## config.mk

```make
export PLATFORM = sky130hd
export DESIGN_NAME = multicycle_control_unit
export DESIGN_NICKNAME = d
export VERILOG_FILES = /design/src/rtl/multicycle_control_unit.sv
export SDC_FILE = /design/constraint.sdc
export NUM_CORES = 1
export LEC_CHECK = 0
export CORE_ASPECT_RATIO = 0.75
export CORE_MARGIN = 5
export CORE_UTILIZATION = 50
export DETAILED_ROUTE_END_ITERATION = 10
export GPL_ROUTABILITY_DRIVEN = 1
export GPL_TIMING_DRIVEN = 0
export PLACE_DENSITY = 0.82
export SLEW_MARGIN = 0
export SYNTH_ARGS = -nofsm -noshare
export SYNTH_HDL_FRONTEND = slang
export SYNTH_SLANG_ARGS = --single-unit
```

## constraint.sdc

```tcl
create_clock -name clk -period 2.9 [get_ports clk]
set_clock_uncertainty 0.15 [all_clocks]
set_input_delay 0.58 -clock clk [delete_from_list [all_inputs] [get_ports clk]]
set_output_delay 0.58 -clock clk [all_outputs]
set_load 0.01 [all_outputs]
```

## src/rtl/multicycle_control_unit.sv

```systemverilog
// Control FSM for the shared multi-cycle RV32I datapath (one ALU, unified memory).
// Steps FETCH -> DECODE -> EXEC -> [MEM] -> [WB], counts retired instructions and
// halts in TRAP on an illegal opcode or when memory does not answer in time.
module multicycle_control_unit #(
  parameter int MEM_TIMEOUT = 15,
  parameter int CNT_W       = 32
) (
  input  logic             clk,
  input  logic             reset,
  input  logic [6:0]       opcode_i,
  input  logic             mem_ready_i,
  output logic             mem_read_o,
  output logic             mem_write_o,
  output logic             addr_src_o,
  output logic             ir_write_o,
  output logic             pc_write_o,
  output logic             pc_src_o,
  output logic             reg_write_o,
  output logic [1:0]       result_src_o,
  output logic [1:0]       alu_src_a_o,
  output logic [1:0]       alu_src_b_o,
  output logic [2:0]       alu_op_o,
  output logic             funct_override_o,
  output logic             trap_o,
  output logic [1:0]       trap_cause_o,
  output logic [CNT_W-1:0] instret_o,
  output logic [2:0]       state_o
);

  typedef enum logic [2:0] {
    S_FETCH  = 3'd0,
    S_DECODE = 3'd1,
    S_EXEC   = 3'd2,
    S_MEM    = 3'd3,
    S_WB     = 3'd4,
    S_TRAP   = 3'd7
  } state_t;

  localparam logic [6:0] OP_R    = 7'b0110011;
  localparam logic [6:0] OP_I    = 7'b0010011;
  localparam logic [6:0] OP_LW   = 7'b0000011;
  localparam logic [6:0] OP_SW   = 7'b0100011;
  localparam logic [6:0] OP_LUI  = 7'b0110111;
  localparam logic [6:0] OP_JALR = 7'b1100111;
  localparam logic [6:0] OP_JAL  = 7'b1101111;

  // The wait counter holds the number of wait cycles already spent; the cycle in
  // which it equals WAIT_LAST is the MEM_TIMEOUT-th wait, where ready still wins.
  localparam int WAIT_W = (MEM_TIMEOUT < 2) ? 1 : $clog2(MEM_TIMEOUT + 1);
  localparam logic [WAIT_W-1:0] WAIT_LAST = (MEM_TIMEOUT == 0) ? '0 : WAIT_W'(MEM_TIMEOUT - 1);

  state_t            state, next_state;
  logic [WAIT_W-1:0] wait_cnt;
  logic [1:0]        trap_cause, next_cause;
  logic [CNT_W-1:0]  instret;
  logic              retire, waiting, timeout_hit, is_legal;
  logic              mem_read, mem_write, ir_write, pc_write, reg_write;

  assign timeout_hit = (MEM_TIMEOUT != 0) && (wait_cnt == WAIT_LAST);

  // Opcode legality check used in DECODE.
  always_comb begin
    is_legal = 1'b0;
    case (opcode_i)
      OP_R, OP_I, OP_LW, OP_SW, OP_LUI, OP_JALR, OP_JAL: is_legal = 1'b1;
      default: is_legal = 1'b0;
    endcase
  end

  // Next-state, retire and trap-cause decision.
  always_comb begin
    next_state = state;
    next_cause = trap_cause;
    retire     = 1'b0;
    waiting    = 1'b0;
    case (state)
      S_FETCH: begin
        if (mem_ready_i) next_state = S_DECODE;
        else if (timeout_hit) begin
          next_state = S_TRAP;
          next_cause = 2'b10;
        end else waiting = 1'b1;
      end
      S_DECODE: begin
        if (is_legal) next_state = S_EXEC;
        else begin
          next_state = S_TRAP;
          next_cause = 2'b01;
        end
      end
      S_EXEC: begin
        case (opcode_i)
          OP_R, OP_I, OP_LUI: next_state = S_WB;
          OP_LW, OP_SW:       next_state = S_MEM;
          OP_JAL, OP_JALR: begin
            next_state = S_FETCH;
            retire     = 1'b1;
          end
          default: begin
            next_state = S_TRAP;
            next_cause = 2'b01;
          end
        endcase
      end
      S_MEM: begin
        if (mem_ready_i) begin
          if (opcode_i == OP_LW) next_state = S_WB;
          else begin
            next_state = S_FETCH;
            retire     = 1'b1;
          end
        end else if (timeout_hit) begin
          next_state = S_TRAP;
          next_cause = 2'b10;
        end else waiting = 1'b1;
      end
      S_WB: begin
        next_state = S_FETCH;
        retire     = 1'b1;
      end
      S_TRAP:  next_state = S_TRAP;
      default: next_state = S_FETCH;
    endcase
  end

  // State, wait counter, trap cause and retired-instruction counter.
  always_ff @(posedge clk or negedge reset) begin
    if (!reset) begin
      state      <= S_FETCH;
      wait_cnt   <= '0;
      trap_cause <= 2'b00;
      instret    <= '0;
    end else begin
      state      <= next_state;
      trap_cause <= next_cause;
      if (retire) instret <= instret + CNT_W'(1);
      if (next_state != state) wait_cnt <= '0;
      else if (waiting && wait_cnt != WAIT_LAST) wait_cnt <= wait_cnt + WAIT_W'(1);
    end
  end

  // Datapath controls for the current state (Mealy on mem_ready_i in FETCH/MEM).
  always_comb begin
    mem_read         = 1'b0;
    mem_write        = 1'b0;
    ir_write         = 1'b0;
    pc_write         = 1'b0;
    reg_write        = 1'b0;
    addr_src_o       = 1'b0;
    pc_src_o         = 1'b0;
    result_src_o     = 2'b00;
    alu_src_a_o      = 2'b00;
    alu_src_b_o      = 2'b00;
    alu_op_o         = 3'b000;
    funct_override_o = 1'b0;
    case (state)
      S_FETCH: begin
        mem_read = 1'b1;
        if (mem_ready_i) begin
          ir_write         = 1'b1;
          pc_write         = 1'b1;
          alu_src_b_o      = 2'b10;
          alu_op_o         = 3'b001;
          funct_override_o = 1'b1;
        end
      end
      S_DECODE: begin
        alu_src_a_o      = 2'b11;
        alu_src_b_o      = 2'b01;
        alu_op_o         = 3'b001;
        funct_override_o = 1'b1;
      end
      S_EXEC: begin
        case (opcode_i)
          OP_R: begin
            alu_src_a_o = 2'b01;
            alu_op_o    = 3'b000;
          end
          OP_I, OP_LUI, OP_LW, OP_SW: begin
            alu_src_a_o = 2'b01;
            alu_src_b_o = 2'b01;
            case (opcode_i)
              OP_I:    alu_op_o = 3'b001;
              OP_LUI:  alu_op_o = 3'b010;
              OP_LW:   alu_op_o = 3'b100;
              default: alu_op_o = 3'b011;
            endcase
          end
          OP_JAL: begin
            pc_write     = 1'b1;
            pc_src_o     = 1'b1;
            reg_write    = 1'b1;
            result_src_o = 2'b10;
          end
          OP_JALR: begin
            alu_src_a_o  = 2'b01;
            alu_src_b_o  = 2'b01;
            alu_op_o     = 3'b110;
            pc_write     = 1'b1;
            reg_write    = 1'b1;
            result_src_o = 2'b10;
          end
          default: ;
        endcase
      end
      S_MEM: begin
        addr_src_o = 1'b1;
        mem_read   = (opcode_i == OP_LW);
        mem_write  = (opcode_i == OP_SW);
      end
      S_WB: begin
        reg_write    = 1'b1;
        result_src_o = (opcode_i == OP_LW) ? 2'b01 : 2'b00;
      end
      default: ;
    endcase
  end

  // Strobes are masked directly by reset so nothing fires while it is held low.
  assign mem_read_o   = mem_read  & reset;
  assign mem_write_o  = mem_write & reset;
  assign ir_write_o   = ir_write  & reset;
  assign pc_write_o   = pc_write  & reset;
  assign reg_write_o  = reg_write & reset;
  assign trap_o       = (state == S_TRAP);
  assign trap_cause_o = trap_cause;
  assign instret_o    = instret;
  assign state_o      = state;

endmodule

```

# After elaboration in Yosys (flattened, before gate mapping)
# Cells that the tools add are included.
# classes
add_sub_neg	2
n_eq_ne	19
muxes	44
bitwise	5
n_reduce_logical	13
# ops
op	count
32-bit by 1-bit adder with 32-bit output (second input constant)	1
3-bit case mux with 3 select lines	3
7-bit by 6-bit == test with 1-bit output (second input constant)	3
1-bit two-way mux	17
3-bit two-way mux	5
3-bit case mux with 5 select lines	1
7-bit == test (second input constant)	2
2-bit two-way mux	6
2-bit case mux with 3 select lines	2
4-bit two-way mux	2
1-bit case mux with 2 select lines	4
2-bit case mux with 2 select lines	2
7-bit by 2-bit == test with 1-bit output (second input constant)	1
7-bit by 5-bit == test with 1-bit output (second input constant)	1
7-bit OR reduction	1
3-bit by 2-bit == test with 1-bit output (second input constant)	2
3-bit == test (second input constant)	2
2-bit inequality test (second input constant)	3
3-bit case mux with 2 select lines	1
2-bit OR reduction	3
6-bit OR reduction	1
1-bit bitwise AND	5
5-bit AND reduction	1
5-bit OR reduction	1
13 further kinds	13
# totals
ff_bits	41
input_bits	10
output_inout_bits	55
elab_cells	87

# Depth between registers and ports, before layout
# Gate-level depths: netlist (run 1).
# depth
word_depth	7
mapped_depth	7
depth_no_buf	7

# Worst setup path before layout (run 1)
# Ideal clock, no wire load.
# synth_timing
path_type	input -> output
start	in mem_ready_i
end	out alu_op_o[0]
arrival_ps	1835
required_time_ps	2170
setup_slack_ps	335
stages	4
path_buffers	1
cell_sequence	clkbuf_1 > nor4b_1 > or2_2 > a31o_2
# synth_between
elab_chain_cells	2
# synth_rtl
element	line	source
start: declaration	11	input logic mem_ready_i,
1-bit two-way mux	159	if (mem_ready_i) begin
3-bit case mux with 3 select lines	156	case (state)
end: declaration	22	output logic [2:0] alu_op_o,
# Every way passes these cells.

# Worst setup path after layout (run 1)
# layout_timing
start	reg state[0] (netlist: state_o[0])
end	out result_src_o[1]
# layout_between
elab_chain_cells	2
word_cells_on_any_way	3
classes_between	2 x eq/ne; 1 x mux
# layout_rtl
element	line	source
start: declaration	52	state_t state, next_state;
start signal: assignment	134	state <= next_state;
3-bit == test or 3-bit by 2-bit == test with 1-bit output (tied branches)	156	
2-bit case mux with 2 select lines (*)	156	
end: declaration	19	output logic [1:0] result_src_o,
# Every way passes the cells marked *; elsewhere a longest branch is shown, timed or not.

==> out/results.ini, run 1 <==
[global_routing]
antenna_found_initial = 0
grt_pass1_wl_mm = 10.7
grt_max_degree = 33
grt_pass1_vias = 2221
grt-ovfl-total = 0
track_usage = 0.206

[synth]
synth_edf_count = 0
synth_warnings = 0
synth_area_mm2 = 0.00242
synthFlopType = dfrtp_1
yosysSeqAreaShare = 0.423
syn_inst = 258
yosys-top-cells-count = 41 x dfrtp_1, 29 x xnor2_1, 21 x nand2_1
postSynthAreaPerCell_um2 = 9.40
ys_async_sr_fraction = 1.00
yosysUniqueCellTypes = 44
synth_largest_area_cell = dfrtp_1
synthMostInstantiatedCell = dfrtp_1
ys_seq_elements = 41
yosys.area.top_type_share = 0.423
synth_area_leaders = dfrtp_1 42%, xnor2_1 10%, nand4_1 4.6%
syn_nets = 271

[min_path]
hp-class = input pin to async pin

[detailed_routing]
num_vias = 2354
routed_wirelength_mm = 6.42
wl_met2_mm = 3.00
dr.pass1.iters = 5
met3_length_um = 491
viasPerCell = 5.93
top_layer_used = met4
drt.antenna.violating_nets = 0
wl_per_cell_um = 16.2
drt_iter0_drc = 151
met1_length_mm = 2.82
drc = 0

[clocking]
cts_inserted_buffers = 5
root_buffer = clkbuf_8
clk_pin_slew_worst_paths_ns = 0.08
cts_sinks = 41
cts_hold_buf = 0
clock_path_buffers = 2
cts_tree = done
cts_max_level = 2
clock_latency_ns = 0.29

[critical_path]
r2r_start = state_o[0]$_DFF_PN0_
reg2reg_depth = 8
endpoint_kind = output port
reg2reg_slack_ns = 0.58
required_ns = 2.17
cp-start-kind = flop
arrival_ns = 2.15
crit_path_end = result_src_o[1]
slowest_delay_ns = 0.52
reg2reg_to = instret_o[19]$_DFFE_PN0P_
path_max_fanout = 9
critPathKind = flop to output port
crit_slowest_cell = clkdlybuf4s50_1
crit_start = state_o[0]$_DFF_PN0_
cp_cell_sequence = buf_2 > or3b_4 > nor3_4 > buf_4 > clkdlybuf4s50_1

[floorplan]
num_rows = 22
initial_utilization = 0.506
coreArea_mm2 = 0.00479
die_height_um = 70.3
dieArea_mm2 = 0.00636
fp.dieW_um = 90.4
pin_count = 65

[place]
place_area_mm2 = 0.00312
place_hpwl_mm = 4.66
io_buffers = 60
dp.cells = 379
gp_congestion = 0.930

[sta]
drv_slew = 0
period_share = 0.992
layout_min_cycle_time_ns = 2.88
setup_violations = 0
hold_viol_final = 0
worst_slew_pin_slew_ns = 0.591
max_freq_mhz = 347
rsz0062_at_grt = true
slew_headroom = 0.604
whs_ns = 0.0229

[pwr]
cellPowerDensity_mw_per_mm2 = 605
leakagePower_nw = 1.49
vdd_drop_max_uv = 459

[layout]
final_cell_area_mm2 = 0.00333
final_util = 0.695
nNetsFinal = 349
fillerInstances = 386
instances_no_fill = 397
area_growth_pct = 37.3
antenna_cells = 0
drive_above_1_share = 0.142

[run]
drv_cap = 0

[status]
outcome = complete, no violations

per-stage QoR:
step	power, mW	worst slack [ns]	setup TNS, ns
2_1_floorplan	1.24	0.335	0
3_3_place_gp	1.60	-1.21	-11.29
3_5_place_dp	1.61	-0.937	-5.27
4_1_cts	1.97	0.00465	0
5_1_grt	2.15	-0.0405	-0.0762
6_report	2.01	0.0221	0
critical path: cells and delay by family (launching register included):
family                 cells  cell delay, ns
buffers and inverters      3            0.85
flip-flops                 1            0.39
AND/OR/NAND/NOR            2            0.61
flip-flops by register name (all words and copies together) (netlist names):
register      count
wait_cnt          4
trap_cause_o      2
instret_o        32
state_o           3
cell type report:
cell class | instances | area [um^2] | area share
repair buffers | 71 | 682 | 0.205
well taps | 60 | 75.1 | 0.0225
flip-flops and latches | 41 | 1030 | 0.309
clock inverters | 2 | 10.0 | 0.00301
clock buffers | 6 | 72.6 | 0.0218
plain buffers | 14 | 68.8 | 0.0207
multi-input cells | 197 | 1370 | 0.412
inverters | 6 | 22.5 | 0.00676
cells by family after synthesis:
kind of cell,count (synthesis),share of synthesized area
AND/OR/NAND/NOR,126,0.312
flip-flops,41,0.423
XOR/XNOR,37,0.134
AO/OA/AOI/OAI,31,0.0805
buffers and inverters,20,0.0351
adder cells (fa/ha/maj),3,0.0155
cells in the final DEF, fill, tap and decap left out, drive strengths merged, types with 8 or more instances in the layout:
| cell | Yosys | layout |
|---|---|---|
| a21oi | 10 | 10 |
| and3 | 12 | 12 |
| buf | 4 | 17 |
| clkbuf | 10 | 17 |
| clkdlybuf4s50 | 0 | 45 |
| dfrtp | 41 | 41 |
| nand2 | 21 | 21 |
| nand3 | 16 | 16 |
| nand4 | 18 | 18 |
| nor2 | 19 | 19 |
| xnor2 | 29 | 29 |
| xor2 | 8 | 8 |
power by group:
part	switching, mW	total, mW	internal [mW]
registers	0.0692	0.703	0.633
logic	0.526	0.955	0.428
clock network	0.189	0.356	0.167
total	0.785	2.01	1.23
repair_timing:
item                       in CTS  in global routing
setup endpoints to repair      14                 12
hold endpoints to repair        0                  0
buffers inserted                6                  4
gates resized for setup        26                 11
pin swaps                       5                  3
how the worst min path moves through the flow:
stage / from / end / slack [ns] / depth (start not counted)
after global routing: reset / instret_o[5]$_DFFE_PN0P_ / 0.04 / 1
after global placement: instret_o[31]$_DFFE_PN0P_ / instret_o[31]$_DFFE_PN0P_ / 0.31 / 1
after detailed placement: instret_o[31]$_DFFE_PN0P_ / instret_o[31]$_DFFE_PN0P_ / 0.31 / 1
after CTS: reset / instret_o[5]$_DFFE_PN0P_ / 0.02 / 1
after floorplan: reset / instret_o[0]$_DFFE_PN0P_ / 0.13 / 0
final: reset / instret_o[5]$_DFFE_PN0P_ / 0.02 / 1
metal layers:
layer | track usage | vias to the layer above
met5 | 0 | -
met4 | 0.0595 | 0
met3 | 0.0431 | 17
met2 | 0.321 | 106
met1 | 0.289 | 1155
li1 | - | 1076
Power figures use the tool's default switching activity.
==> run 2, diff against run 1 <==
- CELL_PAD_IN_SITES_DETAIL_PLACEMENT: not set -> 0
- CELL_PAD_IN_SITES_GLOBAL_PLACEMENT: not set -> 1
- CORE_ASPECT_RATIO: 0.75 -> 0.5
- CORE_UTILIZATION: 50 -> 39
- PLACE_DENSITY: 0.82 -> not set
- PLACE_DENSITY_LB_ADDON: not set -> 0.1
==> run 2 against run 1 <==
Setup slack better by 0.062 ns. Clock power is 56% higher. Largest power group unchanged. Maximum frequency is 2.2% higher. Die area is 26% higher. Critical path type is now input pin to output port.
==> out/results.ini, run 2 (same netlist as run 1, synthesis figures left out) <==
[critical_path]
reg2reg_to = instret_o[13]$_DFFE_PN0P_  ; was instret_o[19]$_DFFE_PN0P_
required_ns = 2.17  ; about the same
crit_slowest_cell = clkdlybuf4s50_1  ; unchanged
path_max_fanout = 4  ; was 9
r2r_start = state_o[0]$_DFF_PN0_  ; unchanged
crit_top_cell = nor2_1
path_depth = 8  ; was 5
cp_cell_sequence = clkdlybuf4s50_1 > and3b_2 > nand3b_1 > nor2_2 > buf_4 > nor2_1 > nor2_1 > clkdlybuf4s15_1  ; was buf_2 > or3b_4 > nor3_4 > buf_4 > clkdlybuf4s50_1
cp-start-kind = input pin  ; was flop
crit_path_end = alu_op_o[2]  ; was result_src_o[1]
cp.buffers_inverters = 3  ; unchanged
crit_start = opcode_i[1]  ; was state_o[0]$_DFF_PN0_
reg2reg_slack_ns = 0.51  ; was 0.58 ns
slowest_delay_ns = 0.50  ; was 0.52 ns
critPathKind = input pin to output port  ; was flop to output port
reg2reg_depth = 9  ; was 8
crit_family = buffers and inverters  ; unchanged
arrival_ns = 2.09  ; was 2.15 ns
endpoint_kind = output port  ; unchanged

[layout]
largest_reg_flops = 32  ; unchanged
antenna_cells = 0  ; unchanged
drive_above_1_share = 0.135  ; was 0.142
multiInputGateArea_mm2 = 0.00136  ; was 0.00137 mm^2
nNetsFinal = 346  ; was 349
final_cell_mix = 46 x clkdlybuf4s50_1, 40 x dfrtp_1, 29 x xnor2_1, 21 x nand2_1  ; was 45 x clkdlybuf4s50_1, 40 x dfrtp_1, 29 x xnor2_1, 20 x nand2_1
ff_latch_area_mm2 = 0.00103  ; unchanged
final_util = 0.558  ; was 0.695
final_common_cell = clkdlybuf4s50_1  ; unchanged
area_growth_pct = 39.5  ; was 37.3%
fillerInstances = 566  ; was 386

[sta]
setup_violations = 0  ; unchanged
whs_ns = 0.0819  ; was 0.0229 ns
slew_headroom = 0.579  ; was 0.604
layout_setup_ws_ns = 0.0843  ; was 0.0221 ns
hold_viol_final = 0  ; unchanged
rsz0062_at_grt = false  ; was true
max_freq_mhz = 355  ; was 347 MHz
period_share = 0.971  ; was 0.992
drv_slew = 0  ; unchanged
layout_min_cycle_time_ns = 2.82  ; was 2.88 ns
worst_slew_pin_slew_ns = 0.628  ; was 0.591 ns

[floorplan]
die_height_um = 65.8  ; was 70.3 um
dieArea_mm2 = 0.00799  ; was 0.00636 mm^2
coreArea_mm2 = 0.00606  ; was 0.00479 mm^2
initial_utilization = 0.400  ; was 0.506
num_rows = 20  ; was 22
fp.dieW_um = 122  ; was 90.4 um
pin_count = 65  ; unchanged

[place]
gp_congestion = 0.791  ; was 0.930
io_buffers = 60  ; unchanged
pre_cts_ws_ns = -0.840  ; was -0.937 ns
place_hpwl_mm = 4.60  ; was 4.66 mm

[global_routing]
grt_pass1_vias = 2212  ; was 2221
track_usage = 0.172  ; was 0.206
grt-ovfl-total = 0  ; unchanged
antenna_found_initial = 0  ; unchanged
grt_max_degree = 31  ; was 33
grt_pass1_wl_mm = 11.0  ; was 10.7 mm

[run]
drv_cap = 0  ; unchanged

[clocking]
clock_latency_ns = 0.28  ; was 0.29 ns
root_buffer = clkbuf_16  ; was clkbuf_8
cts_tree = done  ; unchanged
cts_sinks = 41  ; unchanged
cts_inserted_buffers = 5  ; unchanged
clk_pin_slew_worst_paths_ns = 0.06  ; was 0.08 ns
cts_max_level = 2  ; unchanged
clock_path_buffers = 2  ; unchanged

[pwr]
cellPowerDensity_mw_per_mm2 = 651  ; was 605 mW/mm^2
leakagePower_nw = 1.46  ; was 1.49 nW
vdd_drop_max_uv = 483  ; was 459 uV

[detailed_routing]
dr.pass1.iters = 4  ; was 5
wl_per_cell_um = 15.2  ; was 16.2 um
routed_wirelength_mm = 6.39  ; was 6.42 mm
drt.antenna.violating_nets = 0  ; unchanged
num_vias = 2231  ; was 2354
drc = 0  ; unchanged
drt_iter0_drc = 87  ; was 151
viasPerCell = 5.30  ; was 5.93

[status]
outcome = complete, no violations  ; unchanged

[min_path]
hp-class = input pin to async pin  ; unchanged

run 2: through the flow:
step           instances  TNS [ns]  cell area (um^2)  total power, mW
5_1_grt              421         0              3380             2.35
4_1_cts              421         0              3390             2.22
3_3_place_gp         406    -18.86              3140             1.63
6_report             421         0              3380             2.20
3_5_place_dp         407     -5.07              3150             1.63
2_1_floorplan        258         0              2420             1.24
run 2: area by class of cell:
| cell class | instances | area share |
|---|---|---|
| tap | 88 | 0.0326 |
| timing repair buffer | 68 | 0.190 |
| clock buffer | 6 | 0.0411 |
| clock inverter | 1 | 0.00222 |
| sequential | 41 | 0.304 |
| inverter | 6 | 0.00666 |
| multi-input combinational | 197 | 0.401 |
| buffer | 14 | 0.0226 |
run 2: what timing repair did:
| item | CTS | global route |
|---|---|---|
| hold buffers | 0 | 0 |
| gates cloned | 0 | 0 |
| gates resized for setup | 28 | 13 |
| buffers inserted | 7 | 0 |
| setup endpoints to repair | 14 | 9 |
| pin swaps | 5 | 7 |
run 2: worst register-to-register path, delay by kind of cell (launching register included):
family          cells  cell delay, ns
simple gates        3            0.77
flops               1            0.37
xor+xnor            1            0.15
compound gates      1            0.24
buf+inv             4            0.60
run 2: where the power goes:
group | internal [mW] | switching (mW) | leakage (nW) | total, mW
Combinational | 0.415 | 0.522 | 0.842 | 0.937
Clock | 0.338 | 0.220 | 0.0690 | 0.557
Sequential | 0.634 | 0.0737 | 0.549 | 0.708
run 2: how the worst min path moves through the flow:
stage | end | slack, ns | startpoint | cells after the start
after floorplan | instret_o[0]$_DFFE_PN0P_ | 0.13 | reset | 0
final | instret_o[10]$_DFFE_PN0P_ | 0.08 | reset | 1
after global routing | instret_o[10]$_DFFE_PN0P_ | 0.1 | reset | 1
after detailed placement | instret_o[31]$_DFFE_PN0P_ | 0.31 | instret_o[31]$_DFFE_PN0P_ | 1
after CTS | instret_o[10]$_DFFE_PN0P_ | 0.08 | reset | 1
after global placement | instret_o[31]$_DFFE_PN0P_ | 0.31 | instret_o[31]$_DFFE_PN0P_ | 1
run 2: metal layers:
metal,up-vias,track usage,wire length (um)
met5,-,0,0
met4,0,0.0349,30
met3,2,0.0473,394
met2,65,0.280,2930
met1,1092,0.231,3040
li1,1072,-,-
